## src/rtl/urand_pair_gen.sv

```systemverilog
// Uniform (0,1) double pair source for the Box-Muller pipeline.
// Two xorshift64 generators feed an exact integer-to-double stage.
module urand_pair_gen #(
   parameter logic [63:0] SEED1 = 64'h0123_4567_89AB_CDEF,
   parameter logic [63:0] SEED2 = 64'hFEDC_BA98_7654_3210
) (
   input  logic        clk,
   input  logic        rst,
   input  logic        seed_load,
   input  logic [63:0] seed1,
   input  logic [63:0] seed2,
   input  logic        start,
   input  logic [15:0] count,
   output logic        busy,
   output logic        done,
   output logic        pushout,
   output logic [63:0] U1,
   output logic [63:0] U2
);

   typedef enum logic [1:0] {IDLE, RUN, DRAIN} state_t;

   state_t      state_q;
   logic [15:0] cnt_q;
   logic [63:0] x1_q, x2_q;
   logic        v1_q;
   logic        zd0_q, zd1_q;
   logic        busy_q, done_q, push_q;
   logic [63:0] u1_q, u2_q;

   logic        accept;
   logic [63:0] x1_d, x2_d;
   logic [63:0] s1_d, s2_d;
   logic [63:0] u1_d, u2_d;

   function automatic logic [63:0] step(input logic [63:0] x);
      logic [63:0] y;
      y = x ^ (x << 13);
      y = y ^ (y >> 7);
      y = y ^ (y << 17);
      return y;
   endfunction

   // r * 2^-53 with r = x[52:0] (0 mapped to 1): exact, never 0 or 1
   function automatic logic [63:0] conv(input logic [63:0] x);
      logic [52:0] r;
      logic [52:0] sh;
      logic [5:0]  p;
      logic [10:0] e;
      r = x[52:0];
      if (r == '0) r = 53'd1;
      p = '0;
      for (int i = 0; i < 53; i++)
         if (r[i]) p = 6'(i);
      sh = r << (6'd52 - p);
      e  = 11'd970 + 11'(p);
      return {1'b0, e, sh[51:0]};
   endfunction

   // Next-state helpers: seed sanitising, generator step, conversion
   always_comb begin
      accept = (state_q == IDLE) && !busy_q;
      s1_d   = (seed1 == '0) ? SEED1 : seed1;
      s2_d   = (seed2 == '0) ? SEED2 : seed2;
      x1_d   = step(x1_q);
      x2_d   = step(x2_q);
      u1_d   = conv(x1_q);
      u2_d   = conv(x2_q);
   end

   // Burst FSM, generator states and registered conversion stage
   always_ff @(posedge clk) begin
      if (rst) begin
         state_q <= IDLE;
         cnt_q   <= '0;
         x1_q    <= SEED1;
         x2_q    <= SEED2;
         v1_q    <= 1'b0;
         zd0_q   <= 1'b0;
         zd1_q   <= 1'b0;
         busy_q  <= 1'b0;
         done_q  <= 1'b0;
         push_q  <= 1'b0;
         u1_q    <= '0;
         u2_q    <= '0;
      end else begin
         busy_q <= (state_q != IDLE);
         push_q <= v1_q;
         done_q <= zd1_q | (state_q == DRAIN);
         zd1_q  <= zd0_q;
         zd0_q  <= 1'b0;
         v1_q   <= 1'b0;
         if (v1_q) begin
            u1_q <= u1_d;
            u2_q <= u2_d;
         end
         unique case (state_q)
            IDLE: begin
               if (accept && seed_load) begin
                  x1_q <= s1_d;
                  x2_q <= s2_d;
               end
               if (accept && start) begin
                  if (count != '0) begin
                     state_q <= RUN;
                     cnt_q   <= count;
                  end else begin
                     zd0_q <= 1'b1;
                  end
               end
            end
            RUN: begin
               x1_q  <= x1_d;
               x2_q  <= x2_d;
               v1_q  <= 1'b1;
               cnt_q <= cnt_q - 16'd1;
               if (cnt_q == 16'd1) state_q <= DRAIN;
            end
            DRAIN: state_q <= IDLE;
            default: state_q <= IDLE;
         endcase
      end
   end

   assign busy    = busy_q;
   assign done    = done_q;
   assign pushout = push_q;
   assign U1      = u1_q;
   assign U2      = u2_q;

endmodule

```

## config.mk

```make
export PLATFORM = sky130hd
export DESIGN_NAME = urand_pair_gen
export DESIGN_NICKNAME = d
export VERILOG_FILES = /design/src/rtl/urand_pair_gen.sv
export SDC_FILE = /design/constraint.sdc
export NUM_CORES = 1
export LEC_CHECK = 0
export CORE_MARGIN = 5
export CORE_UTILIZATION = 55
export DETAILED_ROUTE_END_ITERATION = 10
export DONT_BUFFER_PORTS = 1
export PLACE_DENSITY = 0.7
export SYNTH_ARGS = -nofsm -noshare
export SYNTH_HDL_FRONTEND = slang
export SYNTH_SLANG_ARGS = --single-unit
```

## constraint.sdc

```tcl
create_clock -name clk -period 12.46 [get_ports clk]
set_input_delay 0.623 -clock clk [delete_from_list [all_inputs] [get_ports clk]]
set_output_delay 0.623 -clock clk [all_outputs]
set_load 0.05 [all_outputs]
```

=== After elaboration in Yosys (flattened, before gate mapping) ===
Cells that the tools add are included.

* Add/subtract/negate cells: 5
* Equal/unequal tests: 7
* Shifts and indexed selects: 2
* Mux-type cells: 121
* Bitwise gates (word level): 9
* Reductions and logical operators: 16

{| class="wikitable"
|+ Operators by type and width
! cell !! number
|-
| $mux W6 || 97
|-
| $mux W64 || 4
|-
| $pmux W64 S2 || 2
|-
| $xor A64 B64 Y64 || 4
|-
| $logic_not A64 Y1 || 2
|-
| $xor A64 B57 Y64 || 2
|-
| $logic_not A53 Y1 || 2
|-
| $mux W53 || 2
|-
| $shl A53 B6 Y52 || 2
|-
| $mux W16 || 2
|-
| $pmux W16 S2 || 1
|-
| $add A10 B6 Y11 const A || 2
|-
| $eq A16 B1 Y1 const B || 1
|-
| $reduce_bool A16 Y1 || 1
|-
| $sub A16 B1 Y16 const B || 1
|-
| $sub A6 B6 Y6 const A || 2
|-
| $mux W2 || 5
|-
| $mux W3 || 3
|-
| $ne A2 B1 Y1 const B || 3
|-
| $reduce_and A3 Y1 || 2
|-
| $mux W1 || 4
|-
| $pmux W2 S2 || 1
|-
| $reduce_bool A2 Y1 || 2
|-
| $logic_and A1 B1 Y1 || 3
|-
| other kinds (9) || 10
|}

* Register bits: 278
* Input port bits: 148
* Word-level logic and storage cells: 172

=== Depth between registers and ports, before layout ===
Gate-level depths: netlist of the first run.

* Depth in word-level cells: 56
* Gate-level depth with buffers: 24
* Mapped depth without buffers: 20

=== Worst setup path before layout of the first run ===
OpenSTA, ideal clock, no wires.

* Kind: reg2reg
* Start: reg x1_q[2]
* End: reg u1_q[32] (netlist: U1[32])
* Arrival: 4.522 ns
* Setup slack: 7.834 ns
* Stages on the path, launching flop included: 22
* Path buffers: 3
* Clock period less this slack: 4.626 ns
* Cells stage by stage: dfxtp_1 clkbuf_1 nor2_1 o31ai_1 a211oi_1 o311ai_0 a211oi_1 o31a_1 o41ai_1 nand2b_1 a21oi_1 inv_1 ha_1 clkbuf_1 inv_1 nor3_1 nor2_1 buf_4 a21oi_1 mux4_2 mux4_2 a2111oi_2

* Word-level cells in the longest chain between the ends: 56

{| class="wikitable"
|+ RTL lines
! element !! line !! source
|-
| from (decl) || 25 || <nowiki>logic [63:0] x1_q, x2_q;</nowiki>
|-
| from (signal assigned) || 76 || <nowiki>x1_q <= SEED1;</nowiki>
|-
| from (signal assigned) || 100 || <nowiki>x1_q <= s1_d;</nowiki>
|-
| from (signal assigned) || 113 || <nowiki>x1_q <= x1_d;</nowiki>
|-
| $logic_not A53 Y1 || 51 || <nowiki>if (r == '0) r = 53'd1;</nowiki>
|-
| $mux W53 (*) || 51 ||
|-
| $mux W1 || 54 || <nowiki>if (r[i]) p = 6'(i);</nowiki>
|-
| $mux W2 (2 in series) || 54 ||
|-
| $mux W3 (3 in series) || 54 ||
|-
| $mux W6 (46 in series) || 54 ||
|-
| $sub A6 B6 Y6 || 55 || <nowiki>sh = r << (6'd52 - p);</nowiki>
|-
| $shl A53 B6 Y52 (*) || 55 ||
|-
| to (signal assigned) || 94 || <nowiki>u1_q <= u1_d;</nowiki>
|-
| to (decl) || 29 || <nowiki>logic [63:0] u1_q, u2_q;</nowiki>
|}

Mark *: on every way between the ends. The rest lies on a longest branch, timed or not.
A chain may end at the register's enable or synchronous reset.

=== Final worst setup path of the first run ===
* Start: reg x2_q[4]
* End: reg u2_q[31] (netlist: U2[31])

* Word-level cells in the longest chain between the ends: 56

{| class="wikitable"
|+ RTL lines
! element !! line !! source
|-
| from (decl) || 25 ||
|-
| from (signal assigned) || 77 || <nowiki>x2_q <= SEED2;</nowiki>
|-
| from (signal assigned) || 101 || <nowiki>x2_q <= s2_d;</nowiki>
|-
| from (signal assigned) || 114 || <nowiki>x2_q <= x2_d;</nowiki>
|-
| $logic_not A53 Y1 || 51 ||
|-
| $mux W53 (*) || 51 ||
|-
| $mux W1 || 54 ||
|-
| $mux W6 (51 in series) || 54 ||
|-
| $sub A6 B6 Y6 || 55 ||
|-
| $shl A53 B6 Y52 (*) || 55 ||
|-
| to (signal assigned) || 95 || <nowiki>u2_q <= u2_d;</nowiki>
|-
| to (decl) || 29 ||
|}

Marks and branches as above.

==> out/results.ini, run 1 <==
[power_and_ir_drop]
p_int_w = 0.00300
vdd_ir_drop_max_v = 0.000123
clkPwrFrac_pct = 17.7
power_density_nw_per_um2 = 249
p_switching_w = 0.00290
share_comb_of_total_power_pct = 57.0
p_leak_nw = 8.48
power.total_w = 0.00590
p_seq_share_pct = 25.3
switching_share_pct = 49.1

[synth]
syn_area_per_cell_um2 = 8.06
synthCells = 2818
post_synth_and_or_nand_nor_area_fraction_pct = 18.2
synth-edff-count = 0
syn_area_um2 = 22700
synth_top_area_share_pct = 24.5
synth_area_leaders = dfxtp_1 (24%), xnor2_1 (10%), mux4_2 (7.8%)
ys_seq_area_share_pct = 24.5
synth_top_family_by_area = compound AO/OA/AOI/OAI gates
async_flop_share_pct = 0
synth-main-ff-cell = dfxtp_1
synth_compound_area_share_pct = 22.7
yosys_register_bits = 278
synthDistinctLibCells = 92
synth_fa_ha_area_share_pct = 0.551
synth_warnings = 0
synth_xor_area_share_pct = 14.2
muxShareOfSynthArea_pct = 13.7
synth_area_leader_cell = dfxtp_1

[sta]
worst_clock_skew_ns = 0.0328
rsz0062_at_grt = false
drv_slew = 0
fmax_mhz = 150
finalSetupViolCount = 0
max-slew-margin-rel_pct = 15.8
worst_pin_slew_ns = 1.25
hold_violations = 0
period_share_pct = 53.6
fin_crit_ns = 6.68
tns_ns = 0

[worst_setup_path]
crit_fanout = 44
crit_arrival_ns = 7.10
slowest_stage = mux4_2
crit_required_ns = 12.88
max_stage_delay_ns = 0.77
crit_family = compound AO/OA/AOI/OAI gates
crit_chain = o31ai_1 > a21boi_0 > o31ai_1 > a2111oi_0 > o21ai_0 > a211o_1 > a21oi_1 > o31ai_1 > nand2_1 > ha_1 > clkinv_1 > o21ai_1 > nand2_2 > mux4_2 > mux2i_1 > mux2i_1 > a222oi_1 > inv_1
crit_buf_inv = 2
crit_type = flop to flop
critPathLaunchType = flop
cp-end-kind = flop
crit_top_cell = o31ai_1

[place]
io_buffers = 0
gp_congestion = 0.993
hpwl_um = 63700

[min_path]
hold_class = input port to flop

[floorplanning]
die_h_um = 213
core_um2 = 40800
rows = 74
die-area_um2 = 45500
initial_core_util_pct = 55.7
io_pins = 279
die_x_um = 213

[cells_and_area]
n_fill_cell = 3719
most-common-layout-cells = dfxtp_1 (277), nand2_1 (271), xnor2_1 (269), nor2_1 (258), a21oi_1 (148)
finish.net_count = 2761
drive_above_1_share_pct = 8.60
final_common_cell = dfxtp_1
final_util_pct = 58.1
area_delta_synth_final_pct = 4.31
diodes = 0

[route]
drc = 0
antenna_left = 0
via_per_inst = 7.16
drt-pass1-iter-count = 6
wl_per_cell_um = 27.6
drt_wl_total_um = 87400
drt_iter0_markers = 3618
route.vias.total = 22638

[clock_network]
cts_max_level = 2
path_clk_slew_ns = 0.06
cts.sinks = 278
clkLatencyLatePin_ns = 0.56
cts-resized-gates = 0
cts_buffers = 34
cts_hold_buf = 0
cts_root_buffer = clkbuf_16
cts_buffer_depth = 3
post-cts-setup-buffers = 0
cts_tree = built

[status]
outcome = completed

[global_route]
grt_pass1_wl_um = 131000
grt_usage_pct = 36.8
grt_overflow = 0
antenna_found_initial = 1
grt_pass1_vias = 20711
grt_max_degree = 136

[flow_run]
drv_cap = 0

layer usage:
layer,vias up,global-route usage (%),share of wire (%)
li1,9968,-,-
met1,10804,52.9,40
met2,1634,52.8,41
met3,230,10.9,14
met4,2,12.4,4.0
met5,-,0,0.0080
logic make-up after synthesis:
group / count (synthesis)
simple gates: 897
compound gates: 725
xor+xnor: 365
buf+inv: 331
flops: 278
mux: 211
fa+ha+maj: 10
other cells: 1
power by group through the flow:
stage,Combinational [W],Clock (W),Sequential [W]
floorplan,0.00265,0,0.00128
global placement,0.00323,0,0.00149
detailed placement,0.00325,0,0.00150
CTS,0.00327,0.00105,0.00148
global route,0.00356,0.00110,0.00151
finish,0.00337,0.00104,0.00149
cell type report:
cell class | count | area, µm² | share of cell area (%)
clock buffers | 54 | 1060 | 4.46
clock inverters | 8 | 120 | 0.507
inverters | 46 | 178 | 0.750
repair buffers | 33 | 248 | 1.05
well taps | 532 | 666 | 2.81
multi-input cells | 2210 | 15900 | 66.9
flip-flops and latches | 278 | 5570 | 23.5
path summary, 6_finish.rpt:
check / start / slack (ns) / endpoint / depth (start not counted)
worst max-delay path: x2_q[4] / 5.78 / U2[31] / 18
worst min-delay path: rst / 0.16 / U2[51] / 1
worst max register to register: x2_q[4] / 5.78 / U2[31] / 18
worst min register to register: zd1_q / 0.45 / done / 2
synthesized netlist by cell type, drive strengths merged, types with 25 or more instances:
library cell,number
xnor2,269
dfxtp,278
nand3,85
mux2i,119
nand2b,25
a211oi,56
clkbuf,197
xor2,94
inv,42
a22oi,47
nor3,84
nor2,265
a311oi,28
nand2,275
o221ai,54
o21ai,121
mux4,79
o211ai,39
nor4,69
a21oi,148
buf,88
stage by stage:
stage | worst slack, ns | instances | hold slack, ns | area, µm²
CTS | 5.89 | 3161 | 0.127 | 23700
global route | 5.09 | 3161 | 0.159 | 23700
floorplan | 7.83 | 2819 | 0.413 | 22700
global placement | 6.14 | 3099 | 0.433 | 22500
detailed placement | 5.96 | 3099 | 0.439 | 22500
finish | 5.78 | 3161 | 0.156 | 23700
state kept, by name, summed over array words and instances, names as in the netlist:
name	count
U2	63
zd1_q	1
done	1
x1_q	64
pushout	1
state_q	2
U1	63
v1_q	1
busy	1
x2_q	64
zd0_q	1
cnt_q	16
Note: power is estimated with default switching activity, not from simulation.
==> inputs of run 2 (changes only) <==
==> constraint.sdc (replaced) <==
create_clock -name clk -period 6.68 [get_ports clk]
set_input_delay 0.334 -clock clk [delete_from_list [all_inputs] [get_ports clk]]
set_output_delay 0.334 -clock clk [all_outputs]
set_load 0.05 [all_outputs]
==> run 2 against run 1 <==
Sequential cell count unchanged. Clock skew shrank 0.0057 ns. First-iteration DRC count decreased by 2.7%. Register-to-register slack worse by 4.9 ns. Via count up 3.2%. Global-route usage up 1.7 points. Combinational power is 91% higher. Critical path depth is 2 higher. Clock power is 83% higher. Worst setup slack got worse by 4.9 ns. Highest routed layer is now met4. Power rose by 88%.
==> out/results.ini, run 2 (same netlist as run 1, synthesis figures left out) <==
[cells_and_area]
regArea_um2 = 5570
most-common-layout-cells = dfxtp_1 (277), nand2_1 (271), xnor2_1 (269), nor2_1 (258), a21oi_1 (148)
final_common_cell = dfxtp_1
area_delta_synth_final_pct = 9.29
drive_above_1_share_pct = 9.52
finish.net_count = 2884
stdcell_area_um2 = 24800
n_fill_cell = 3583
largestRegisters = x1_q: 64 flops, x2_q: 64 flops
multi_input_area_um2 = 15900

[worst_setup_path]
crit_family = compound AO/OA/AOI/OAI gates
slowest_stage = dfxtp_1
crit_chain = nor2_1 > o31ai_1 > a211oi_1 > o311ai_0 > a211oi_1 > o31a_1 > o41ai_1 > nand2b_1 > a21oi_1 > inv_1 > ha_1 > inv_1 > o21ai_2 > nand2_4 > buf_4 > mux2i_1 > mux4_2 > mux2_2 > o32ai_1 > a221o_1
timing.rr.start = x1_q[2]
crit_cells = 20
rr_worst_depth = 20
crit_type = flop to flop
crit_buf_inv = 3
r2r_end = U1[40]
max_stage_delay_ns = 0.59
cp-end-kind = flop
critPathLaunchType = flop
crit_required_ns = 7.16
crit_fanout = 28
r2r_setup_slack_ns = 0.91
crit_arrival_ns = 6.26

[power_and_ir_drop]
p_int_w = 0.00562
p_leak_nw = 9.01
clkPwrFrac_pct = 17.2
switching_share_pct = 49.3
p_seq_share_pct = 24.7
share_comb_of_total_power_pct = 58.2
vdd_ir_drop_max_v = 0.000289
power_density_nw_per_um2 = 446
p_switching_w = 0.00546

[clock_network]
cts.sinks = 278
cts_buffer_depth = 3
cts_tree = built
cts-resized-gates = 0
cts_root_buffer = clkbuf_16
clkLatencyLatePin_ns = 0.55
path_clk_slew_ns = 0.06
cts_max_level = 2
post-cts-setup-buffers = 0
cts_buffers = 34

[global_route]
grt_pass1_wl_um = 138000
grt_max_degree = 126
grt_usage_pct = 38.5
antenna_found_initial = 1
grt_overflow = 0
grt_pass1_vias = 21799

[floorplanning]
core_um2 = 40800
die_h_um = 213
rows = 74
die-area_um2 = 45500
die_x_um = 213
initial_core_util_pct = 55.7
io_pins = 279

[sta]
max-slew-margin-rel_pct = 15.8
fin_crit_ns = 5.77
rsz0062_at_grt = false
finalSetupViolCount = 0
drv_slew = 0
worst_pin_slew_ns = 1.25
tns_ns = 0
fmax_mhz = 173
hold_violations = 0
period_share_pct = 86.4
worst_clock_skew_ns = 0.0271

[route]
highest_layer = met4
wl_met2_um = 38300
drt_iter0_markers = 3519
drt_wl_total_um = 91800
via_per_inst = 7.11
wl_per_cell_um = 28.0
route.vias.total = 23365
wl_met1_um = 37600
antenna_left = 0
met3_length_um = 12400
drc = 0
drt-pass1-iter-count = 6

[place]
io_buffers = 0
gp_congestion = 1.03
dpl_cell_area_um2 = 22800
hpwl_um = 65600

[min_path]
holdCritStartpoint = seed1[21]
hold_depth = 2
hold_class = input port to flop
min_to = x1_q[21]

[status]
outcome = completed

[flow_run]
drv_cap = 0

## run 2: repair_timing
action / 4_1_cts / 5_1_grt
hold endpoints to repair: 157 / 0
setup endpoints to repair: 0 / 0
hold buffers: 91 / 0
## run 2: per-stage QoR
stage / std cells / hold slack, ns / utilization [%] / power, W / setup slack (ns)
after floorplan: 2819 / 0.413 / - / 0.00732 / 2.05
after global placement: 3131 / 0.426 / 55.8 / 0.00883 / 1.23
final: 3284 / 0.0234 / 60.8 / 0.0111 / 0.906
after detailed placement: 3131 / 0.437 / 55.8 / 0.00889 / 1.09
after global routing: 3283 / 0.0259 / 60.8 / 0.0115 / 0.539
after CTS: 3283 / 0.000293 / 60.8 / 0.0109 / 1.04
## run 2: cell type report
cell class | count | area share, %
inverter | 46 | 0.715
tap | 532 | 2.68
multi-input combinational | 2210 | 63.9
timing repair buffer | 156 | 5.75
antenna | 1 | 0.0101
clock buffer | 45 | 3.92
sequential | 278 | 22.4
clock inverter | 16 | 0.615
## run 2: worst max-delay path by stage
stage	endpoint	slack, ns	startpoint
after floorplan	U1[32]	2.05	x1_q[2]
after global placement	U1[32]	1.23	x1_q[24]
after detailed placement	U1[40]	1.09	x1_q[2]
after CTS	U1[40]	1.04	x1_q[2]
after global routing	U1[45]	0.54	x1_q[2]
final	U1[40]	0.91	x1_q[2]
## run 2: routing by layer
metal	global-route usage (%)	vias to the layer above
met1	55.9	11149
met4	13.6	0
met2	55.2	1739
met3	10.1	252
met5	0	-
li1	-	10225
## run 2: power groups by stage
stage	Clock [W]	Combinational (W)	Sequential [W]
final	0.00190	0.00644	0.00273
after floorplan	0	0.00494	0.00238
after global placement	0	0.00610	0.00273
after global routing	0.00198	0.00682	0.00275
after CTS	0.00191	0.00625	0.00270
after detailed placement	0	0.00615	0.00274
